## config.mk

```make
export PLATFORM = sky130hd
export DESIGN_NAME = pio_master_flat
export DESIGN_NICKNAME = d
export VERILOG_FILES = /design/src/rtl/pio_pkg.sv /design/src/rtl/pio_if.sv /design/src/rtl/pio_req_fifo.sv /design/src/rtl/pio_master.sv /design/src/flat_wrapper.sv
export SDC_FILE = /design/constraint.sdc
export NUM_CORES = 1
export LEC_CHECK = 0
export ABC_AREA = 1
export CAP_MARGIN = 20
export CELL_PAD_IN_SITES_DETAIL_PLACEMENT = 0
export CELL_PAD_IN_SITES_GLOBAL_PLACEMENT = 1
export CORE_MARGIN = 1.5
export CORE_UTILIZATION = 43
export CTS_CLUSTER_DIAMETER = 30
export DETAILED_ROUTE_END_ITERATION = 8
export GPL_TIMING_DRIVEN = 0
export PLACE_DENSITY_LB_ADDON = 0.1
export SETUP_SLACK_MARGIN = 0.05
export SYNTH_ARGS = -nofsm -noshare
export SYNTH_HDL_FRONTEND = slang
export SYNTH_SLANG_ARGS = --single-unit
```

## constraint.sdc

```tcl
create_clock -name clk -period 4.9 [get_ports clk]
set_input_delay 0.98 -clock clk [delete_from_list [all_inputs] [get_ports clk]]
set_output_delay 0.98 -clock clk [all_outputs]
set_load 0.01 [all_outputs]
```

## src/rtl/pio_pkg.sv

```systemverilog
// Shared types and constants for the PIO initiator: request record, FSM states
// and the data pattern returned when a read is never answered.
package pio_pkg;

    localparam int ADDR_W_DEF = 16;
    localparam int DATA_W_DEF = 32;

    localparam logic [DATA_W_DEF-1:0] TIMEOUT_DATA = 32'hDEAD_BEEF;

    typedef struct packed {
        logic                  rw;
        logic [ADDR_W_DEF-1:0] addr;
        logic [DATA_W_DEF-1:0] data;
    } pio_req_t;

    typedef enum logic [1:0] {
        ST_IDLE,
        ST_CMD,
        ST_WAIT_RD,
        ST_RSP
    } pio_state_e;

    function automatic pio_req_t packReq(input logic rw,
                                         input logic [ADDR_W_DEF-1:0] addr,
                                         input logic [DATA_W_DEF-1:0] data);
        pio_req_t req;
        req.rw   = rw;
        req.addr = addr;
        req.data = data;
        return req;
    endfunction

endpackage

```

## src/rtl/pio_if.sv

```systemverilog
// Point-to-point PIO link between one initiator and one responder.
interface pio_if #(
    parameter int ADDR_W = pio_pkg::ADDR_W_DEF,
    parameter int DATA_W = pio_pkg::DATA_W_DEF
) ();
    logic              cmd_vld;
    logic              rw;
    logic [ADDR_W-1:0] addr;
    logic [DATA_W-1:0] data_w;
    logic [DATA_W-1:0] data_r;
    logic              rd_vld;

    modport master (output cmd_vld, rw, addr, data_w, input data_r, rd_vld);
    modport slave  (input cmd_vld, rw, addr, data_w, output data_r, rd_vld);
endinterface

```

## src/rtl/pio_req_fifo.sv

```systemverilog
// Request queue in front of the PIO FSM; head entry is visible combinationally
// so the FSM can pop and register it on the same edge.
module pio_req_fifo
    import pio_pkg::*;
#(
    parameter int DEPTH = 4
) (
    input  logic     clk,
    input  logic     reset,
    input  logic     i_push,
    input  pio_req_t i_data,
    input  logic     i_pop,
    output pio_req_t o_data,
    output logic     o_full,
    output logic     o_empty
);
    localparam int AW = $clog2(DEPTH);

    // One extra pointer bit distinguishes full from empty when the indices match.
    logic [AW:0] r_wrPtr;
    logic [AW:0] r_rdPtr;
    pio_req_t    r_mem [DEPTH];
    logic        w_doPush;
    logic        w_doPop;

    assign o_empty  = (r_wrPtr == r_rdPtr);
    assign o_full   = (r_wrPtr[AW] != r_rdPtr[AW]) &&
                      (r_wrPtr[AW-1:0] == r_rdPtr[AW-1:0]);
    assign w_doPush = i_push && !o_full;
    assign w_doPop  = i_pop && !o_empty;
    assign o_data   = r_mem[r_rdPtr[AW-1:0]];

    always_ff @(posedge clk or negedge reset) begin
        if (!reset) begin
            r_wrPtr <= '0;
            r_rdPtr <= '0;
        end else begin
            if (w_doPush) r_wrPtr <= r_wrPtr + 1'b1;
            if (w_doPop)  r_rdPtr <= r_rdPtr + 1'b1;
        end
    end

    always_ff @(posedge clk) begin
        if (w_doPush) r_mem[r_wrPtr[AW-1:0]] <= i_data;
    end

endmodule

```

## src/rtl/pio_master.sv

```systemverilog
// PIO initiator: queues host requests and issues them one at a time, posting
// writes and waiting (with timeout) for read data before the next command.
module pio_master
    import pio_pkg::*;
#(
    parameter int ADDR_W     = ADDR_W_DEF,
    parameter int DATA_W     = DATA_W_DEF,
    parameter int FIFO_DEPTH = 4,
    parameter int TIMEOUT    = 64
) (
    input  logic              clk,
    input  logic              reset,
    input  logic              req_vld,
    output logic              req_rdy,
    input  logic              req_rw,
    input  logic [ADDR_W-1:0] req_addr,
    input  logic [DATA_W-1:0] req_data,
    output logic              rsp_vld,
    input  logic              rsp_rdy,
    output logic [DATA_W-1:0] rsp_data,
    output logic              rsp_err,
    output logic              busy,
    output logic              stray_rd,
    pio_if.master             pio
);
    localparam int CNT_W = $clog2(TIMEOUT);

    pio_state_e        r_state;
    logic [CNT_W-1:0]  r_cnt;
    logic              r_cmdVld;
    logic              r_rw;
    logic [ADDR_W-1:0] r_addr;
    logic [DATA_W-1:0] r_dataW;
    logic              r_rspVld;
    logic [DATA_W-1:0] r_rspData;
    logic              r_rspErr;
    logic              r_strayRd;

    logic              w_push;
    logic              w_pop;
    logic              w_full;
    logic              w_empty;
    pio_req_t          w_head;

    assign w_push = req_vld && !w_full;
    // Pop from IDLE, or straight out of CMD after a write to stream back-to-back writes.
    assign w_pop  = !w_empty && ((r_state == ST_IDLE) || (r_state == ST_CMD && r_rw));

    pio_req_fifo #(
        .DEPTH (FIFO_DEPTH)
    ) u_fifo (
        .clk     (clk),
        .reset   (reset),
        .i_push  (w_push),
        .i_data  (packReq(req_rw, req_addr, req_data)),
        .i_pop   (w_pop),
        .o_data  (w_head),
        .o_full  (w_full),
        .o_empty (w_empty)
    );

    always_ff @(posedge clk or negedge reset) begin
        if (!reset) begin
            r_state   <= ST_IDLE;
            r_cnt     <= '0;
            r_cmdVld  <= 1'b0;
            r_rw      <= 1'b0;
            r_addr    <= '0;
            r_dataW   <= '0;
            r_rspVld  <= 1'b0;
            r_rspData <= '0;
            r_rspErr  <= 1'b0;
            r_strayRd <= 1'b0;
        end else begin
            r_strayRd <= pio.rd_vld && (r_state != ST_WAIT_RD);
            if (w_pop) begin
                r_rw     <= w_head.rw;
                r_addr   <= w_head.addr;
                r_dataW  <= w_head.data;
                r_cmdVld <= 1'b1;
                r_state  <= ST_CMD;
            end else begin
                case (r_state)
                    ST_IDLE: ;
                    ST_CMD: begin
                        r_cmdVld <= 1'b0;
                        r_cnt    <= '0;
                        r_state  <= r_rw ? ST_IDLE : ST_WAIT_RD;
                    end
                    ST_WAIT_RD: begin
                        // A response landing on the final timeout cycle still counts as good data.
                        if (pio.rd_vld) begin
                            r_rspData <= pio.data_r;
                            r_rspErr  <= 1'b0;
                            r_rspVld  <= 1'b1;
                            r_state   <= ST_RSP;
                        end else if (r_cnt == CNT_W'(TIMEOUT - 1)) begin
                            r_rspData <= TIMEOUT_DATA;
                            r_rspErr  <= 1'b1;
                            r_rspVld  <= 1'b1;
                            r_state   <= ST_RSP;
                        end else begin
                            r_cnt <= r_cnt + 1'b1;
                        end
                    end
                    ST_RSP: begin
                        if (rsp_rdy) begin
                            r_rspVld <= 1'b0;
                            r_state  <= ST_IDLE;
                        end
                    end
                    default: r_state <= ST_IDLE;
                endcase
            end
        end
    end

    assign req_rdy     = !w_full;
    assign busy        = !w_empty || (r_state != ST_IDLE);
    assign rsp_vld     = r_rspVld;
    assign rsp_data    = r_rspData;
    assign rsp_err     = r_rspErr;
    assign stray_rd    = r_strayRd;
    assign pio.cmd_vld = r_cmdVld;
    assign pio.rw      = r_rw;
    assign pio.addr    = r_addr;
    assign pio.data_w  = r_dataW;

endmodule

```

## src/flat_wrapper.sv

```systemverilog
// flat-port wrapper written by rule: the top's interface ports become plain ports
module pio_master_flat import pio_pkg::*;
#(
    parameter int ADDR_W     = ADDR_W_DEF,
    parameter int DATA_W     = DATA_W_DEF,
    parameter int FIFO_DEPTH = 4,
    parameter int TIMEOUT    = 64
)
  (clk, reset, req_vld, req_rdy, req_rw, req_addr, req_data, rsp_vld, rsp_rdy, rsp_data, rsp_err, busy, stray_rd, pio_cmd_vld, pio_rw, pio_addr, pio_data_w, pio_data_r, pio_rd_vld);
  pio_if #(.ADDR_W(ADDR_W), .DATA_W(DATA_W)) pio_i ();
  input  logic clk;
  input  logic reset;
  input  logic req_vld;
  output logic req_rdy;
  input  logic req_rw;
  input  logic [ADDR_W-1:0] req_addr;
  input  logic [DATA_W-1:0] req_data;
  output logic rsp_vld;
  input  logic rsp_rdy;
  output logic [DATA_W-1:0] rsp_data;
  output logic rsp_err;
  output logic busy;
  output logic stray_rd;
  output wire logic [$bits(pio_i.cmd_vld)-1:0] pio_cmd_vld;
  output wire logic [$bits(pio_i.rw)-1:0] pio_rw;
  output wire logic [$bits(pio_i.addr)-1:0] pio_addr;
  output wire logic [$bits(pio_i.data_w)-1:0] pio_data_w;
  input wire logic [$bits(pio_i.data_r)-1:0] pio_data_r;
  input wire logic [$bits(pio_i.rd_vld)-1:0] pio_rd_vld;
  assign pio_cmd_vld = pio_i.cmd_vld;
  assign pio_rw = pio_i.rw;
  assign pio_addr = pio_i.addr;
  assign pio_data_w = pio_i.data_w;
  assign pio_i.data_r = pio_data_r;
  assign pio_i.rd_vld = pio_rd_vld;
  pio_master #(.ADDR_W(ADDR_W), .DATA_W(DATA_W), .FIFO_DEPTH(FIFO_DEPTH), .TIMEOUT(TIMEOUT)) u_core (.clk(clk), .reset(reset), .req_vld(req_vld), .req_rdy(req_rdy), .req_rw(req_rw), .req_addr(req_addr), .req_data(req_data), .rsp_vld(rsp_vld), .rsp_rdy(rsp_rdy), .rsp_data(rsp_data), .rsp_err(rsp_err), .busy(busy), .stray_rd(stray_rd), .pio(pio_i));
endmodule
```

==> results.ini, run 1 <==
[finish]
stdcell_count=1590
mostFrequentLayoutCells=nand2_1, edfxtp_1, clkdlybuf4s50_1, nor2_1, o21ai_0
nets=1294
finish.instance_area_sq_um=16000
utilization_pct=61.6
final_common_cell=nand2_1
drive_gt1_share_pct=12.4
syn2layout_area_growth_pct=41.0
diodes=0

[floorplan]
die_h_um=165
rows=59
die_x_um=165
die_area_sq_um=27400
num_io_pins=173
start_util_pct=43.7
core_area_sq_um=26000

[clock_tree]
cts_buffer_depth=3
cts_tree=yes
clk_latency_ns=0.54
post_cts_resized=0
cts.reportedPaths.clkPinSlew_ns=0.05
htreeDepth=3
clock_sinks=295
root_buffer=clkbuf_16
cts-hold-fix-buffers=0
cts_made_buffers=66
cts_setup_buffers=0

[routing]
vias_per_cell=4.94
drt_iter0_markers=526
dr_total_vias=7849
dr.pass1.iters=4
wl_mm=27.7
routedWlPerCell_um=17.4
postRouteAntennaNets=0
drc=0

[global_route]
grt_pass1_wl_mm=42.9
grt_usage_pct=20.8
first_global_vias=7948
gr-total-overflow=0
antenna_found_initial=0
grt_max_degree=57

[critical_path]
start_kind=flop
crit_top_cell=buf_6
rr_startpoint=u_core.u_fifo.r_rdPtr[1]
r2r-end=u_core.u_fifo.r_mem[1][2]
slowest_delay_ns=0.50
critPathCaptureType=output port
critPathKind=flop to output port
worst-path-max-fanout=10
crit_required_ns=3.92
r2r_slack_ns=2.22
crit_arrival_ns=2.52
cp_slowest_cell=clkdlybuf4s50_1
reg2regPathDepth=8
worstPathCellList=buf_6 > inv_4 > nand2_1 > nand2_1 > nand3_1 > nand2_2 > buf_6 > buf_6 > nand3_1 > clkdlybuf4s50_1

[pwr]
power.density_nw_per_um2=737
p_switching_mw=3.88
ir_drop_v=0.000357
internal-power_mw=7.93
share_comb_of_total_power_pct=31.7
power_frac_clock_pct=36.7
p_seq_share_pct=31.6
leakagePower_nw=6.45
sw_frac_of_total_pct=32.8

[placement]
dp_hpwl_mm=17.0
placed_area_sq_um=13800
placedCellCount=1469
routabilityCongestion=0.774
portBuffers=172

[timing]
skew_ns=0.0218
worst_slew_pin_slew_ns=0.731
finalHoldViolCount=0
max_slew_margin_pct=51.1
layout_min_cycle_time_ns=3.50
drv_slew=0
grt_setup_unrepaired=no
setup_violations=0
max_freq_ghz=0.285
min_period_over_period_pct=71.5

[logic_synthesis]
synth_nets=1045
yosysWarnings=0
yosysSeqAreaShare_pct=73.7
synthTopCellsByArea=edfxtp_1, dfrtp_1, nand2_1
synth_largest_type_area_fraction_pct=51.9
synth_cell_types=28
async_flop_share_pct=33.6
synth_edf_count=196
syn_area_per_cell_sq_um=11.9
synthCells=953
yosysTopAreaCell=edfxtp_1
synth_flop_cell=edfxtp_1
syn_area_sq_um=11400
synth_seq_cells=295

[min_path]
hold_depth=2
whs_endpoint=u_core.rsp_data[29]
worstHoldStart=u_core.rsp_data[29]
hp-class=flop to flop

[status]
status=complete, no violations

[run]
cap_violations=0

power groups by stage:
stage	clock network [mW]	logic (mW)	registers [mW]
floorplan	0	1.85	3.92
global placement	0	3.60	3.81
detailed placement	0	3.77	3.77
CTS	4.40	3.81	3.74
global route	4.55	4.19	3.81
finish	4.34	3.74	3.73
flip-flops by register name, indices dropped and copies added, names as in the netlist, 2 cells and up:
signal and count:
u_core.pio.addr 16, u_core.pio.data_w 32, u_core.r_cnt 6, u_core.r_state 2
u_core.rsp_data 32, u_core.u_fifo.r_mem 196, u_core.u_fifo.r_rdPtr 3, u_core.u_fifo.r_wrPtr 3
cell families after synthesis:
logic type,after synthesis,share of synthesized area [%]
AND/OR/NAND/NOR,372,12.9
flip-flops,295,73.7
AO/OA/AOI/OAI,182,8.62
buffers and inverters,94,3.87
adder cells (fa/ha/maj),6,0.661
XOR/XNOR,4,0.309
layer usage:
metal	global-route usage (%)	wire (um)	vias to the layer above
met4	6.86	450	0
met3	5.24	1850	38
met5	0	0	-
li1	-	-	3814
met2	34.2	13200	228
met1	27.0	12200	3769
per-stage QoR:
stage          power [mW]  setup TNS (ns)  hold WS (ns)  worst slack [ns]
2_1_floorplan        5.77               0         0.462              1.23
3_3_place_gp         7.41         -369.23         0.453             -1.46
3_5_place_dp         7.54               0         0.461              1.68
4_1_cts              11.9               0         0.471              1.38
5_1_grt              12.5               0         0.487              1.25
6_report             11.8               0         0.468              1.40
area by class of cell:
| cell class | instances | area [sq um] |
|---|---|---|
| Fill cell | 2093 | 9970 |
| Sequential cell | 295 | 8360 |
| Multi-Input combinational cell | 564 | 2580 |
| Timing Repair Buffer | 181 | 1960 |
| Clock buffer | 83 | 1840 |
| Tap cell | 335 | 419 |
| Clock inverter | 38 | 410 |
| Buffer | 48 | 264 |
| Inverter | 46 | 175 |
worst max-delay path by stage:
stage / start / to / slack [ns] / cells past startpoint
after floorplan: req_vld / u_core.u_fifo.r_mem[0][0] / 1.23 / 2
after global placement: reset / u_core.pio.data_w[13] / -1.46 / 1
after detailed placement: req_vld / u_core.u_fifo.r_mem[1][17] / 1.68 / 5
after CTS: u_core.u_fifo.r_rdPtr[0] / busy / 1.38 / 10
after global routing: u_core.u_fifo.r_rdPtr[1] / busy / 1.25 / 9
final: u_core.u_fifo.r_rdPtr[0] / busy / 1.40 / 10
Yosys cell counts, types with 5 or more instances:
library cell  number
a21oi_1           27
buf_2             13
buf_6              7
clkbuf_1          24
dfrtp_1           99
edfxtp_1         196
ha_1               6
inv_1             40
inv_2              5
nand2_1          222
nand4_1            6
nor2_1           131
o21ai_0          102
o22ai_1           49
critical path, delay by kind of cell (launching register included):
kind | cells | cell delay [ns]
buffers and inverters | 5 | 1.11
and+or+nand+nor | 5 | 0.49
DFF | 1 | 0.39
Power figures use the tool's default switching activity.
==> run 2: changes to the inputs <==
--- a/config.mk
+++ b/config.mk
@@ -10,7 +10,7 @@
 export CELL_PAD_IN_SITES_DETAIL_PLACEMENT = 0
 export CELL_PAD_IN_SITES_GLOBAL_PLACEMENT = 1
 export CORE_MARGIN = 1.5
-export CORE_UTILIZATION = 43
+export CORE_UTILIZATION = 39
 export CTS_CLUSTER_DIAMETER = 30
 export DETAILED_ROUTE_END_ITERATION = 8
 export GPL_TIMING_DRIVEN = 0
==> constraint.sdc (replaced) <==
create_clock -name clk -period 2.9 [get_ports clk]
set_input_delay 0.58 -clock clk [delete_from_list [all_inputs] [get_ports clk]]
set_output_delay 0.58 -clock clk [all_outputs]
set_load 0.01 [all_outputs]
==> results.ini, run 2 (same netlist as run 1, synthesis figures left out) <==
[status]
status=complete, no violations

[critical_path]
start_kind=flop
crit_family=buffers and inverters
rr_startpoint=u_core.u_fifo.r_rdPtr[0]
critPathKind=flop to output port
critPathCaptureType=output port
crit_required_ns=2.32  ; -1.60 ns
worstPathCellList=buf_6 > inv_6 > nand2_1 > nand2_1 > nand3_1 > nand2_2 > buf_8 > nand3_1 > dlygate4sd2_1
worst-path-max-fanout=19  ; +9
cp_slowest_cell=dfrtp_1
crit_arrival_ns=2.11  ; -0.41 ns
startpoint=u_core.u_fifo.r_rdPtr[0]
r2r-end=u_core.u_fifo.r_mem[1][13]
slowest_delay_ns=0.39  ; -0.11 ns
reg2regPathDepth=9  ; +1
worst-path-buf-inv=4  ; -1
r2r_slack_ns=0.29  ; -1.93 ns

[global_route]
antenna_found_initial=1  ; +1
grt_max_degree=85  ; +49%
first_global_vias=8053  ; +1.3%
grt_pass1_wl_mm=44.3  ; +3.2%
gr-total-overflow=0  ; unchanged
grt_usage_pct=18.9  ; -2.0 points

[finish]
drive_gt1_share_pct=12.9  ; +0.44 points
final_common_cell=nand2_1
nets=1291  ; -0.23%
utilization_pct=56.2  ; -5.5 points
fill_cells=2442  ; +17%
mostFrequentLayoutCells=nand2_1, edfxtp_1, clkdlybuf4s50_1, nor2_1, o21ai_0
syn2layout_area_growth_pct=42.0
largest_register_ffs=196  ; unchanged
multiInputGateArea_sq_um=2580  ; unchanged
area.sequential_sq_um=8360  ; about the same

[floorplan]
rows=62  ; +5.1%
num_io_pins=173  ; unchanged
start_util_pct=39.5  ; -4.1 points
die_h_um=174  ; +4.9%
die_x_um=174  ; +4.9%
core_area_sq_um=28700  ; +10%
die_area_sq_um=30100  ; +10%

[min_path]
hp-class=primary input to async pin

[pwr]
ir_drop_v=0.000690  ; +93%
sw_frac_of_total_pct=32.3  ; -0.59 points
share_comb_of_total_power_pct=31.1  ; -0.6 points
leakagePower_nw=6.47  ; +0.35%
internal-power_mw=13.7  ; +73%
power.total_mw=20.2  ; +71%
p_seq_share_pct=31.2  ; -0.4 points
p_switching_mw=6.52  ; +68%
power_frac_clock_pct=37.8  ; +1.1 points
power.density_nw_per_um2=1250  ; +70%

[run]
cap_violations=0  ; unchanged

[placement]
portBuffers=172  ; unchanged
dp_hpwl_mm=17.3  ; +1.8%
routabilityCongestion=0.743  ; -4.0%

[timing]
max_freq_ghz=0.371
setup_violations=0  ; unchanged
drv_slew=0  ; unchanged
grt_setup_unrepaired=no
max_slew_margin_pct=55.3  ; +4.2 points
worst_slew_pin_slew_ns=0.671  ; -0.0605 ns
skew_ns=0.0222  ; +0.000444 ns
finalHoldViolCount=0  ; unchanged
layout_min_cycle_time_ns=2.69
min_period_over_period_pct=92.9

[routing]
vias_per_cell=4.78  ; -3.1%
routedWlPerCell_um=17.1  ; -2.0%
drc=0  ; unchanged
postRouteAntennaNets=0  ; unchanged
drt_iter0_markers=440  ; -16%
wl_mm=27.9  ; +0.88%
dr.pass1.iters=4  ; unchanged
dr_total_vias=7825  ; -0.31%

[clock_tree]
clk_latency_ns=0.57  ; +0.03 ns
cts.reportedPaths.clkPinSlew_ns=0.05  ; about the same
clock_sinks=295  ; unchanged
cts_made_buffers=61  ; -7.6%
htreeDepth=2  ; -1
cts_tree=yes
cts_buffer_depth=3  ; unchanged
root_buffer=clkbuf_16

==> run 2: changes by cell type in the layout (fill, tap and decap cells not counted), moves of 2 or more <==
cell,previous run,this run
buf_12,1,5
clkbuf_1,33,29
buf_16,8,4
clkinv_1,9,4
inv_6,2,6
clkinv_8,3,1
bufinv_16,6,16
clkbuf_16,70,62
clkinv_2,5,7
clkbuf_8,4,1
==> run 2: timing repair <==
item | CTS | global route
hold endpoints to repair | 15 | 0
endpoints found under the setup margin | 1 | 2
buffers inserted | 1 | 1
hold buffers | 1 | 0
pin swaps | 0 | 1
gates resized for setup | 4 | 0
==> run 2: power by group through the flow <==
stage | registers, mW | logic [mW] | clock network (mW)
2_1_floorplan | 6.62 | 3.13 | 0
3_3_place_gp | 6.45 | 6.15 | 0
3_5_place_dp | 6.37 | 6.39 | 0
4_1_cts | 6.32 | 6.45 | 7.75
5_1_grt | 6.44 | 6.97 | 7.97
6_report | 6.30 | 6.28 | 7.64
==> run 2: metal layers <==
metal	up-vias	track usage [%]	wire length [um]	part of all wire [%]
li1	3797	-	-	-
met1	3750	24.5	12600	45
met4	0	6.14	448	1.6
met5	-	0	0	0
met2	240	31.6	13300	48
met3	38	4.10	1580	5.7
==> run 2: worst max path at each step <==
stage	endpoint	slack [ns]	cells after the start
final	busy	0.21	9
after global routing	busy	0.06	9
after detailed placement	u_core.u_fifo.r_mem[3][14]	0.03	5
after global placement	u_core.pio.data_w[19]	-3.15	1
after floorplan	u_core.u_fifo.r_mem[0][0]	-0.61	7
after CTS	busy	0.06	10
==> run 2: metrics by stage <==
stage | TNS (ns) | cells | instance area, sq um | worst slack, ns | hold WS [ns]
2_1_floorplan | -119.89 | 953 | 11400 | -0.612 | 0.284
3_3_place_gp | -868.66 | 1509 | 13600 | -3.15 | 0.455
3_5_place_dp | 0 | 1518 | 13800 | 0.0274 | 0.428
4_1_cts | 0 | 1635 | 16100 | 0.0597 | 0.414
5_1_grt | 0 | 1635 | 16100 | 0.0582 | 0.440
6_report | 0 | 1636 | 16100 | 0.207 | 0.425
==> run 2: layout make-up <==
cell class / instances / share of cell area (%)
sequential: 295 / 51.9
multi-input combinational: 564 / 16.0
timing repair buffer: 184 / 12.1
clock buffer: 68 / 9.83
clock inverter: 47 / 4.44
tap: 384 / 2.98
buffer: 47 / 1.59
inverter: 46 / 1.10
antenna: 1 / 0.0155
==> run 3: changes to the inputs <==
--- a/config.mk
+++ b/config.mk
@@ -7,14 +7,12 @@
 export LEC_CHECK = 0
 export ABC_AREA = 1
 export CAP_MARGIN = 20
-export CELL_PAD_IN_SITES_DETAIL_PLACEMENT = 0
-export CELL_PAD_IN_SITES_GLOBAL_PLACEMENT = 1
 export CORE_MARGIN = 1.5
-export CORE_UTILIZATION = 39
+export CORE_UTILIZATION = 45
 export CTS_CLUSTER_DIAMETER = 30
 export DETAILED_ROUTE_END_ITERATION = 8
 export GPL_TIMING_DRIVEN = 0
-export PLACE_DENSITY_LB_ADDON = 0.1
+export PLACE_DENSITY = 0.71
 export SETUP_SLACK_MARGIN = 0.05
 export SYNTH_ARGS = -nofsm -noshare
 export SYNTH_HDL_FRONTEND = slang
==> constraint.sdc (replaced) <==
create_clock -name clk -period 2.2 [get_ports clk]
set_input_delay 0.44 -clock clk [delete_from_list [all_inputs] [get_ports clk]]
set_output_delay 0.44 -clock clk [all_outputs]
set_load 0.01 [all_outputs]
==> results.ini, run 3 (same netlist as run 1, synthesis figures left out) <==
[finish]
drive_gt1_share_pct=14.1  ; +1.2 points
diodes=0  ; -1
syn2layout_area_growth_pct=38.1
nets=1303  ; +0.93%
largest_register_ffs=196  ; unchanged
utilization_pct=63.9  ; +7.7 points
mostFrequentLayoutCells=nand2_1, edfxtp_1, clkdlybuf4s50_1, nor2_1, o21ai_0
final_common_cell=nand2_1

[clock_tree]
htreeDepth=2  ; unchanged
clock_sinks=295  ; unchanged
cts_buffer_depth=3  ; unchanged
cts_tree=yes
root_buffer=clkbuf_16
cts_made_buffers=51  ; -16%
cts.reportedPaths.clkPinSlew_ns=0.05  ; about the same
clk_latency_ns=0.57  ; about the same

[timing]
drv_slew=0  ; unchanged
max_slew_margin_pct=55.4  ; +0.10 points
finalHoldViolCount=0  ; unchanged
setup_violations=0  ; unchanged
min_period_over_period_pct=98.1
skew_ns=0.0290  ; +0.00678 ns
grt_setup_unrepaired=yes
layout_min_cycle_time_ns=2.16
worst_slew_pin_slew_ns=0.669  ; -0.00157 ns
max_freq_ghz=0.463
worst_slack_ns=0.0414  ; -0.166 ns
tns_ns=0  ; unchanged

[routing]
drt_iter0_markers=628  ; +43%
routedWlPerCell_um=17.2  ; +0.61%
wl_mm=27.1  ; -3.0%
postRouteAntennaNets=0  ; unchanged
dr_total_vias=8073  ; +3.2%
dr.pass1.iters=5  ; +1
vias_per_cell=5.12  ; +7.0%
drc=0  ; unchanged

[floorplan]
die_x_um=162  ; -6.8%
die_h_um=162  ; -6.8%
core_area_sq_um=24500  ; -15%
rows=57  ; -8.1%
num_io_pins=173  ; unchanged
start_util_pct=46.3  ; +6.7 points
die_area_sq_um=26200  ; -13%

[critical_path]
worst-path-max-fanout=4  ; -15
crit_top_cell=nand2_2
start_kind=flop
critPathCaptureType=output port
slowest_delay_ns=0.45  ; +0.06 ns
crit_family=flip-flops
crit_required_ns=1.76  ; -0.56 ns
crit_arrival_ns=1.72  ; -0.39 ns
worst-path-buf-inv=3  ; -1
cp_slowest_cell=dfrtp_2
critPathKind=flop to output port
worstPathCellList=inv_4 > nand2_2 > nand2_2 > nand3_2 > nand2_2 > buf_8 > nand3_4 > buf_6

[min_path]
hp-class=primary input to flop

[global_route]
gr-total-overflow=0  ; unchanged
antenna_found_initial=0  ; -1
first_global_vias=8066  ; +0.16%
grt_usage_pct=20.8  ; +1.9 points
grt_max_degree=52  ; -39%
grt_pass1_wl_mm=42.2  ; -4.6%

[placement]
dp_hpwl_mm=16.4  ; -5.0%
portBuffers=172  ; unchanged
dp_slack_ns=-0.354  ; -0.382 ns
routabilityCongestion=0.784  ; +5.6%

[status]
status=complete, no violations

[pwr]
p_seq_share_pct=33.6  ; +2.4 points
internal-power_mw=16.2  ; +18%
sw_frac_of_total_pct=34.7  ; +2.4 points
leakagePower_nw=6.30  ; -2.7%
ir_drop_v=0.000866  ; +26%
power.density_nw_per_um2=1580  ; +26%
p_switching_mw=8.58  ; +31%
power_frac_clock_pct=31.3  ; -6.5 points
share_comb_of_total_power_pct=35.2  ; +4.1 points

[run]
cap_violations=0  ; unchanged

run 3: cell types whose count changed in the layout (fill, tap and decap cells not counted), moves of 2 or more:
cell	previous run	this run
buf_4	6	29
bufinv_16	16	4
clkbuf_16	62	51
nand2_1	222	216
clkbuf_8	1	4
clkinv_16	0	3
clkinv_4	6	3
nand2_2	2	5
nand2_4	2	5
nor2_4	4	7
buf_16	4	2
inv_8	0	2
nand3_1	4	2
run 3: repair_timing:
item / 4_1_cts / 5_1_grt
hold buffers: 1 / 0
setup buffers: 15 / 9
endpoints found under the hold margin: 48 / 0
gates resized for setup: 19 / 11
gates cloned: 3 / 0
pin swaps: 7 / 5
setup endpoints to repair: 187 / 2
run 3: tightest hold or removal path, stage by stage:
cell and delay (ns):
clkdlybuf4s50_1 0.39, nand2_1 0.07, nand2_1 0.05
run 3: routing by layer:
layer	up-vias	GRT usage, %	wire length [um]
met4	0	6.80	425
li1	3808	-	-
met3	45	4.14	2070
met5	-	0	0
met1	3883	27.1	11300
met2	337	35.2	13300
run 3: final timing paths:
check	from	end	slack (ns)	cells past startpoint
worst max-delay path	u_core.u_fifo.r_rdPtr[1]	busy	0.04	8
worst min-delay path	pio_data_r[22]	u_core.rsp_data[22]	0.43	3
worst max register to register	u_core.u_fifo.r_wrPtr[1]	u_core.u_fifo.r_mem[0][19]	0.11	9
worst min register to register	u_core.rsp_data[29]	u_core.rsp_data[29]	0.47	2
max in group asynchronous	reset	u_core.u_fifo.r_rdPtr[1]	1.03	3
min in group asynchronous	reset	u_core.rsp_data[12]	0.47	2
run 3: cell type report:
| class | count | area [sq um] |
|---|---|---|
| Buffer | 47 | 256 |
| Clock buffer | 60 | 1350 |
| Clock inverter | 36 | 410 |
| Fill cell | 1883 | 8860 |
| Inverter | 46 | 183 |
| Multi-Input combinational cell | 567 | 2660 |
| Sequential cell | 295 | 8370 |
| Tap cell | 324 | 405 |
| Timing Repair Buffer | 203 | 2040 |
run 3: stage by stage:
step	total power, mW	hold slack (ns)	area (sq um)	instances
final	24.7	0.429	15700	1578
after detailed placement	16.6	0.459	13600	1455
after floorplan	12.9	0.144	11400	953
after global placement	16.3	0.454	13500	1449
after CTS	24.7	0.408	15600	1569
after global routing	26.2	0.429	15700	1578
run 3: power by group through the flow:
| stage | Clock (mW) | Combinational, mW | Sequential (mW) |
|---|---|---|---|
| 6_report | 7.74 | 8.71 | 8.30 |
| 5_1_grt | 8.14 | 9.63 | 8.47 |
| 4_1_cts | 7.85 | 8.52 | 8.30 |
| 3_5_place_dp | 0 | 8.19 | 8.39 |
| 3_3_place_gp | 0 | 7.94 | 8.39 |
| 2_1_floorplan | 0 | 4.18 | 8.68 |
